**src/rtl/div_pkg.sv**
```systemverilog
// Shared types for the restoring divider: FSM state encoding and the
// per-micro-operation control vector layout driven by div_cu.
package div_pkg;
  localparam int W_DEF = 8;

  typedef enum logic [3:0] {
    IDLE, LOAD_M, LOAD_Q, SHIFT, SUB, FIX, CHECK, OUTPUT_A, OUTPUT_Q, STOP
  } state_t;

  localparam int CV_LOAD_M = 0;
  localparam int CV_LOAD_Q = 1;
  localparam int CV_SHIFT  = 2;
  localparam int CV_SUB    = 3;
  localparam int CV_FIX    = 4;
  localparam int CV_OUT_A  = 5;
  localparam int CV_OUT_Q  = 6;
  localparam int CV_N      = 7;

  typedef logic [CV_N-1:0] ctl_t;
endpackage

```
**src/rtl/restoring_div_if.sv**
```systemverilog
// Host-side bus of the divider: shared operand input, shared result output,
// and status strobes. master = host controller, slave = divider.
interface restoring_div_if #(parameter int W = 8);
  logic         start;
  logic [W-1:0] inbus;
  logic [W-1:0] outbus;
  logic         busy;
  logic         stop;
  logic         dz;

  modport master (output start, inbus, input outbus, busy, stop, dz);
  modport slave  (input start, inbus, output outbus, busy, stop, dz);
endinterface

```
**src/rtl/div_cu.sv**
```systemverilog
// Divider controller: next-state and one-hot micro-op decode from the current
// state and datapath status. The state register lives in the datapath top.
module div_cu
  import div_pkg::*;
(
  input  state_t state,
  input  logic   start,
  input  logic   a_sign,
  input  logic   cnt_zero,
  input  logic   m_zero,
  output state_t state_nxt,
  output ctl_t   ctl,
  output logic   restore,
  output logic   stop,
  output logic   busy
);
  always_comb begin
    state_nxt = state;
    ctl       = '0;
    restore   = 1'b0;
    stop      = 1'b0;
    busy      = (state != IDLE);
    case (state)
      IDLE:     if (start) state_nxt = LOAD_M;
      LOAD_M:   begin ctl[CV_LOAD_M] = 1'b1; state_nxt = LOAD_Q; end
      LOAD_Q:   begin
        ctl[CV_LOAD_Q] = 1'b1;
        state_nxt = m_zero ? OUTPUT_A : SHIFT;
      end
      SHIFT:    begin ctl[CV_SHIFT] = 1'b1; state_nxt = SUB; end
      SUB:      begin ctl[CV_SUB] = 1'b1; state_nxt = FIX; end
      // Negative partial remainder after SUB means M did not fit: add it back.
      FIX:      begin ctl[CV_FIX] = 1'b1; restore = a_sign; state_nxt = CHECK; end
      CHECK:    state_nxt = cnt_zero ? OUTPUT_A : SHIFT;
      OUTPUT_A: begin ctl[CV_OUT_A] = 1'b1; state_nxt = OUTPUT_Q; end
      OUTPUT_Q: begin ctl[CV_OUT_Q] = 1'b1; state_nxt = STOP; end
      STOP:     begin stop = 1'b1; state_nxt = IDLE; end
      default:  state_nxt = IDLE;
    endcase
  end
endmodule

```
**src/rtl/restoring_div.sv**
```systemverilog
// Sequential unsigned restoring divider datapath (A/M/Q/cnt, add/sub, output
// mux) with the state register; sequencing decoded by div_cu.
module restoring_div
  import div_pkg::*;
#(
  parameter int W = W_DEF
) (
  input  logic             clk,
  input  logic             rst_n,
  restoring_div_if.slave   bus
);
  localparam int CW = $clog2(W+1);

  state_t        state_q, state_d;
  logic [W:0]    a_q, a_d;
  logic [W-1:0]  m_q, m_d;
  logic [W-1:0]  q_q, q_d;
  logic [CW-1:0] cnt_q, cnt_d;
  logic          dz_q, dz_d;

  ctl_t ctl;
  logic restore, stop, busy;

  div_cu u_cu (
    .state     (state_q),
    .start     (bus.start),
    .a_sign    (a_q[W]),
    .cnt_zero  (cnt_q == '0),
    .m_zero    (m_q == '0),
    .state_nxt (state_d),
    .ctl       (ctl),
    .restore   (restore),
    .stop      (stop),
    .busy      (busy)
  );

  always_comb begin
    a_d   = a_q;
    m_d   = m_q;
    q_d   = q_q;
    cnt_d = cnt_q;
    dz_d  = dz_q;
    if (ctl[CV_LOAD_M]) m_d = bus.inbus;
    if (ctl[CV_LOAD_Q]) begin
      q_d   = bus.inbus;
      a_d   = '0;
      cnt_d = CW'(W);
      dz_d  = (m_q == '0);
    end
    // {A,Q} shifted as one register; A's sign bit falls off the top.
    if (ctl[CV_SHIFT]) begin
      a_d = {a_q[W-1:0], q_q[W-1]};
      q_d = {q_q[W-2:0], 1'b0};
    end
    if (ctl[CV_SUB]) a_d = a_q - {1'b0, m_q};
    if (ctl[CV_FIX]) begin
      if (restore) a_d = a_q + {1'b0, m_q};
      q_d[0] = ~restore;
      cnt_d  = cnt_q - CW'(1);
    end
  end

  always_ff @(posedge clk or negedge rst_n) begin
    if (!rst_n) begin
      state_q <= IDLE;
      a_q     <= '0;
      m_q     <= '0;
      q_q     <= '0;
      cnt_q   <= '0;
      dz_q    <= 1'b0;
    end else begin
      state_q <= state_d;
      a_q     <= a_d;
      m_q     <= m_d;
      q_q     <= q_d;
      cnt_q   <= cnt_d;
      dz_q    <= dz_d;
    end
  end

  // Zero divisor reports remainder = dividend, quotient = all ones.
  always_comb begin
    bus.outbus = '0;
    if (ctl[CV_OUT_A])      bus.outbus = dz_q ? q_q : a_q[W-1:0];
    else if (ctl[CV_OUT_Q]) bus.outbus = dz_q ? '1 : q_q;
  end

  assign bus.busy = busy;
  assign bus.stop = stop;
  assign bus.dz   = dz_q & (ctl[CV_OUT_A] | ctl[CV_OUT_Q] | stop);
endmodule

```
**src/flat_wrapper.sv**
```systemverilog
// flat-port wrapper written by rule: the top's interface ports become plain ports
module restoring_div_flat import div_pkg::*;
#(
  parameter int W = W_DEF
)
  (clk, rst_n, bus_start, bus_inbus, bus_outbus, bus_busy, bus_stop, bus_dz);
  restoring_div_if #(.W(W)) bus_i ();
  input  logic clk;
  input  logic rst_n;
  input wire logic [$bits(bus_i.start)-1:0] bus_start;
  input wire logic [$bits(bus_i.inbus)-1:0] bus_inbus;
  output wire logic [$bits(bus_i.outbus)-1:0] bus_outbus;
  output wire logic [$bits(bus_i.busy)-1:0] bus_busy;
  output wire logic [$bits(bus_i.stop)-1:0] bus_stop;
  output wire logic [$bits(bus_i.dz)-1:0] bus_dz;
  assign bus_i.start = bus_start;
  assign bus_i.inbus = bus_inbus;
  assign bus_outbus = bus_i.outbus;
  assign bus_busy = bus_i.busy;
  assign bus_stop = bus_i.stop;
  assign bus_dz = bus_i.dz;
  restoring_div #(.W(W)) u_core (.clk(clk), .rst_n(rst_n), .bus(bus_i));
endmodule
```
**config.mk**
```make
export PLATFORM = sky130hd
export DESIGN_NAME = restoring_div_flat
export DESIGN_NICKNAME = d
export VERILOG_FILES = /design/src/rtl/div_pkg.sv /design/src/rtl/restoring_div_if.sv /design/src/rtl/div_cu.sv /design/src/rtl/restoring_div.sv /design/src/flat_wrapper.sv
export SDC_FILE = /design/constraint.sdc
export NUM_CORES = 1
export LEC_CHECK = 0
export BUFFER_PORTS_ARGS = -buffer_cell sky130_fd_sc_hd__buf_4
export CORE_ASPECT_RATIO = 1.2
export CORE_MARGIN = 1.5
export CORE_UTILIZATION = 54
export CTS_CLUSTER_DIAMETER = 50
export CTS_CLUSTER_SIZE = 28
export DETAILED_ROUTE_END_ITERATION = 6
export PLACE_DENSITY = 0.84
export SLEW_MARGIN = 20
export SYNTH_ARGS = -nofsm -noshare
export SYNTH_HDL_FRONTEND = slang
export SYNTH_SLANG_ARGS = --single-unit
```
**constraint.sdc**
```tcl
create_clock -name clk -period 1.9 [get_ports clk]
set_input_delay 0.38 -clock clk [delete_from_list [all_inputs] [get_ports clk]]
set_output_delay 0.38 -clock clk [all_outputs]
set_load 0.01 [all_outputs]
```
=== After elaboration in Yosys (flattened, before gate mapping) ===
Index checks and enable logic that the tools add are counted.

* Add/subtract/negate cells: 3
* $mul: 0
* Divide/modulo/power cells: 0
* $lt $le $gt $ge: 0
* Eq/ne operators: 10
* Shift-type cells: 0
* Multiplexer cells: 27
* Bitwise gates (word level): 4
* Reduce and logical (&&, ||, !) cells: 7

{| class="wikitable"
|+ Operators by type and width
! operator !! count
|-
| 8-bit two-way mux || 6
|-
| 9-bit two-way mux || 5
|-
| 4-bit one-hot mux with 9 select lines || 1
|-
| 4-bit by 3-bit == test with 1-bit output, second input constant || 4
|-
| 4-bit two-way mux || 3
|-
| 1-bit two-way mux || 10
|-
| 9-bit by 8-bit adder with 9-bit output || 1
|-
| 9-bit by 8-bit subtractor with 9-bit output || 1
|-
| 4-bit by 2-bit == test with 1-bit output, second input constant || 2
|-
| 4-bit == test, second input constant || 2
|-
| 4-bit zero test || 2
|-
| 8-bit zero test || 1
|-
| 3-bit two-way mux || 2
|-
| 4-bit by 1-bit == test with 1-bit output, second input constant || 1
|-
| 2-bit nonzero test || 2
|-
| 4-bit nonzero test || 1
|-
| 4-bit by 1-bit subtractor with 4-bit output, second input constant || 1
|-
| 3-bit nonzero test || 1
|-
| 2-bit inequality test, second input constant || 1
|-
| 1-bit bitwise OR || 2
|-
| 1-bit bitwise AND || 1
|-
| 1-bit NOT || 1
|}

* Bits in registers: 34
* Bits in latches: 0
* RAM bits: 0
* Memory bits (read-only): 0
* Bits of input ports: 11
* Output and inout port bits: 11
* Word-level logic and storage cells: 58
* Memories: 0

=== Logic depth before layout (Yosys ltp) ===
* Depth after elaboration: 7
* Mapped depth: 9
* Gate-level depth less buffers: 9

=== Modules after synthesis ===
A second synthesis with hierarchy kept.

* Cell total of the unflattened synthesis: 296
* Area, all modules: 2600.0 sq um

{| class="wikitable"
|+ Modules (own cells, without submodules)
! module !! instances !! cells an instance !! area each (sq um) !! sequential area each (sq um)
|-
| restoring_div || 1 || 264 || 2378.5 || 850.8
|-
| div_cu || 1 || 32 || 221.5 || 0.0
|}

=== Worst setup path before layout ===
OpenSTA, ideal clock, no wires.

* Path kind: register -> register
* Start point: register u_core.m_q[0]
* End point: register u_core.a_q[6]
* Setup time: 0.126 ns
* Arrival: 1.856 ns
* Slack: -0.082 ns
* Stages on the path, launching flop included: 9
* Path buffers: 0
* Cell sequence: dfrtp_1 -> ha_1 -> inv_1 -> fa_1 -> o21ba_1 -> o211a_1 -> o21ai_2 -> mux2i_1 -> a311o_1

* Cells in the longest elaborated chain, start to end: 4
* Elaborated cells between the ends (all ways): 5
* Those cells by class: add/sub: 2; mux: 3

{| class="wikitable"
|+ Ends and longest elaborated chain
! item !! RTL line !! text
|-
| start: declaration || restoring_div.sv:16 || <nowiki>logic [W-1:0] m_q, m_d;</nowiki>
|-
| start signal: assignment || restoring_div.sv:74 || <nowiki>m_q <= m_d;</nowiki>
|-
| 9-bit by 8-bit subtractor with 9-bit output || restoring_div.sv:55 || <nowiki>if (ctl[CV_SUB]) a_d = a_q - {1'b0, m_q};</nowiki>
|-
| 9-bit two-way mux || restoring_div.sv:55 ||
|-
| 9-bit two-way mux || restoring_div.sv:57 || <nowiki>if (restore) a_d = a_q + {1'b0, m_q};</nowiki>
|-
| 9-bit two-way mux (*) || restoring_div.sv:56 || <nowiki>if (ctl[CV_FIX]) begin</nowiki>
|-
| via u_core.a_d[6] || restoring_div.sv:15 || <nowiki>logic [W:0] a_q, a_d;</nowiki>
|-
| end signal: assignment || restoring_div.sv:66 || <nowiki>a_q <= '0;</nowiki>
|-
| end signal: assignment || restoring_div.sv:73 || <nowiki>a_q <= a_d;</nowiki>
|-
| end: declaration || restoring_div.sv:15 ||
|}

The timed path passes the listed nets; every way through them passes the cells marked *.
A chain may end at the register's enable or synchronous reset.

=== Worst setup path in the final report ===
Same ends and word-level chain as after synthesis.

==> results.yml <==
cts:
  clock_sinks: 34
  cts_tree: "built"
  holdBufCountCts: 0
  htreeDepth: 2
  cts-root-buf: "clkbuf_8"
  clock_latency_ns: 0.30
  cts-buffers-inserted: 5
  cts.reportedPaths.clkPinSlew_ns: 0.09
  cts_buffer_depth: 2
grt:
  grt_pass1_vias: 2809
  grt_usage: 0.343
  grt_use_met3: 0.0609
  grt.met1_usage: 0.422
  grt_overflow: 0
  antenna_found_initial: 0
  grt_pass1_wl_mm: 13.6
  grt_use_met2: 0.578
  grt-busiest-layer: "met2"
  grt_start_max_net_pins: 35
sta:
  finalWorstSetupSlack_ns: -0.246
  whs_ns: 0.0209
  rsz0062_at_grt: "yes"
  slew_headroom: 0.557
  max_freq_mhz: 466
  min_period_over_period: 1.13
  finalHoldViolCount: 0
  setup_viol: 14
  fin_worst_skew_ns: 0.0117
  period_needed_ns: 2.15
  slew_violations: 0
  tightest_slew_ns: 0.665
routing:
  routedWlPerCell_um: 20.6
  drt_iter0_drc: 330
  post-route-drc-count: 0
  vias: 2817
  dr.pass1.iters: 5
  vias_per_cell: 6.69
  antenna_left: 0
  wl_mm: 8.67
floorplanning:
  start_util: 0.566
  fp.dieW_um: 66.6
  die_area_mm2: 0.00528
  die_y_um: 79.3
  core_mm2: 0.00463
  placementRows: 27
  num_io_pins: 22
synth:
  yosys_warnings: 0
  ys_top_cells_by_area: "dfrtp_1 32%, ha_1 8.1%, a21oi_1 4.8%, mux2i_1 4.6%, nor2_1 4.0%"
  ys_async_sr_fraction: 1.00
  ys_seq_elements: 34
  synth-seq-area-share: 0.325
  synth.cell_area_mm2: 0.00262
  synth_top_area_cell: "dfrtp_1"
  syn_inst: 307
  yosys_most_used_dff: "dfrtp_1"
  synth_nets: 337
  avgSynthCellArea_um2: 8.54
  yosys.cell_types.count: 61
  synth_edf_count: 0
  synth_top_area_share: 0.325
placement:
  post-place-ws_ns: -0.175
  place_area_mm2: 0.00302
  portBuffers: 21
  dpl.hpwl_mm: 5.14
  gp_congestion: 0.946
cells_and_area:
  finalInstanceArea_mm2: 0.00341
  fillers: 288
  drive_above_1_share: 0.309
  antennaDiodeCount: 0
  area_growth_syn_to_layout_pct: 30.1
  fin_util: 0.737
  fin_nets: 392
outcome:
  violations: "setup timing"
  outcome: "complete, but fails checks"
worst_setup_path:
  cp_data_required_time_ns: 2.09
  arrival_ns: 2.34
  cp-start-kind: "flop"
  critPathMaxFanout: 3
  critPathKind: "flop to flop"
  worstSetupEndpointType: "flop"
power:
  peakVddDrop_uv: 1300
  p_leak_nw: 1.57
  p_total_mw: 6.89
  power_density_mw_per_mm2: 2020
flow_run:
  cap_viol_max_count: 0
hold_path:
  hold_path_class: "input pin to asynchronous set/reset pin"
-- stage by stage --
stage / instances / setup TNS, ns
floorplan: 307 / -0.0522
global placement: 400 / -0.192
detailed placement: 400 / -0.499
CTS: 417 / -1.94
global route: 421 / -3.35
finish: 421 / -2.44
-- kinds of logic (layout without fill, tap and decap cells) --
logic type,count (synthesis),count (layout),synth area share
buffers and inverters,37,93,0.0616
AO/OA/AOI/OAI,102,102,0.262
multiplexers,13,13,0.0501
adder cells (fa/ha/maj),19,19,0.0964
AND/OR/NAND/NOR,100,100,0.199
XOR/XNOR,2,2,0.00668
flip-flops,34,34,0.325
-- report_power, final --
part / leakage (nW) / internal [mW] / total [mW] / switching (mW)
Combinational: 1.09 / 2.14 / 4.59 / 2.45
Sequential: 0.408 / 1.06 / 1.45 / 0.394
Clock: 0.0683 / 0.526 / 0.847 / 0.320
Total: 1.57 / 3.73 / 6.89 / 3.16
-- worst max-delay path, cell delays in order (launching register included) --
cell and delay [ns]:
dfrtp_1 0.43, ha_2 0.22, inv_1 0.06, fa_2 0.35
o21ba_1 0.19, o211a_1 0.25, o21ai_2 0.14, mux2i_1 0.09
a311o_1 0.32
-- routing by layer --
layer	up-vias	part of all wire
li1	1235	-
met4	0	0.043
met5	-	0
met3	41	0.098
met2	201	0.49
met1	1340	0.36
-- worst paths after layout --
path,from,to,slack (ns),cells after the start
setup / recovery,u_core.m_q[0]$_DFFE_PN0P_,u_core.a_q[6]$_DFF_PN0_,-0.25,8
hold / removal,rst_n,u_core.a_q[7]$_DFF_PN0_,0.02,1
setup reg to reg,u_core.m_q[0]$_DFFE_PN0P_,u_core.a_q[6]$_DFF_PN0_,-0.25,8
hold reg to reg,u_core.cnt_q[2]$_DFFE_PN0P_,u_core.cnt_q[2]$_DFFE_PN0P_,0.57,1
max in group asynchronous,rst_n,u_core.a_q[1]$_DFF_PN0_,1.53,1
min in group clk,bus_inbus[2],u_core.m_q[2]$_DFFE_PN0P_,0.31,3
-- cell usage in the layout (no fill, tap or decap), types with 6 or more instances in the layout --
master    synthesis  layout
nor2_1           28      27
o21a_1            6       6
dfrtp_1          34      32
ha_1             17      14
and3_1            6       6
nand2b_1          7       7
inv_1            17      14
mux2i_1          12      12
a21oi_1          25      24
nand2_1          22      20
o21ai_1           8       8
nor3_1            7       6
nand3_1           7       7
buf_4             2      59
o21ai_0          16      16
-- flip-flops by register name (all words and copies together) (netlist names) --
name / count
u_core.a_q: 9
u_core.dz_q: 1
u_core.m_q: 8
u_core.state_q: 4
u_core.q_q: 8
u_core.cnt_q: 4
-- cell usage after synthesis, types with 2 or more instances --
master	number
o31a_1	3
a211oi_1	5
nor2_1	28
nand2b_1	7
o22ai_1	5
mux2i_1	12
inv_1	17
nor3_2	2
o21a_1	6
nand2_1	22
o211ai_1	3
a21o_1	5
nor4_1	3
buf_4	2
nor2b_1	5
o32ai_1	2
ha_1	17
or3_1	2
o21ai_1	8
nand3_1	7
a311o_1	2
nor3_1	7
a311oi_1	2
a21oi_1	25
dfrtp_1	34
o221a_1	2
o21ai_0	16
inv_2	2
clkbuf_1	3
a221oi_1	5
and3_1	6
fa_1	2
buf_2	12
-- what timing repair did --
item / CTS / global route
buffers inserted: 8 / 4
pin swaps: 11 / 13
hold endpoints to repair: 0 / 0
cloned: 1 / 0
endpoints found under the setup margin: 13 / 18
gates resized for setup: 16 / 14
-- layout make-up --
cell class	instances	area [µm²]	share of cell area
clock buffer	5	68.8	0.0202
clock inverter	3	68.8	0.0202
inverter	19	71.3	0.0209
multi-input combinational	236	1720	0.505
sequential	34	853	0.250
tap	58	72.6	0.0213
timing repair buffer	66	552	0.162
Note: power is estimated with default switching activity, not from simulation.
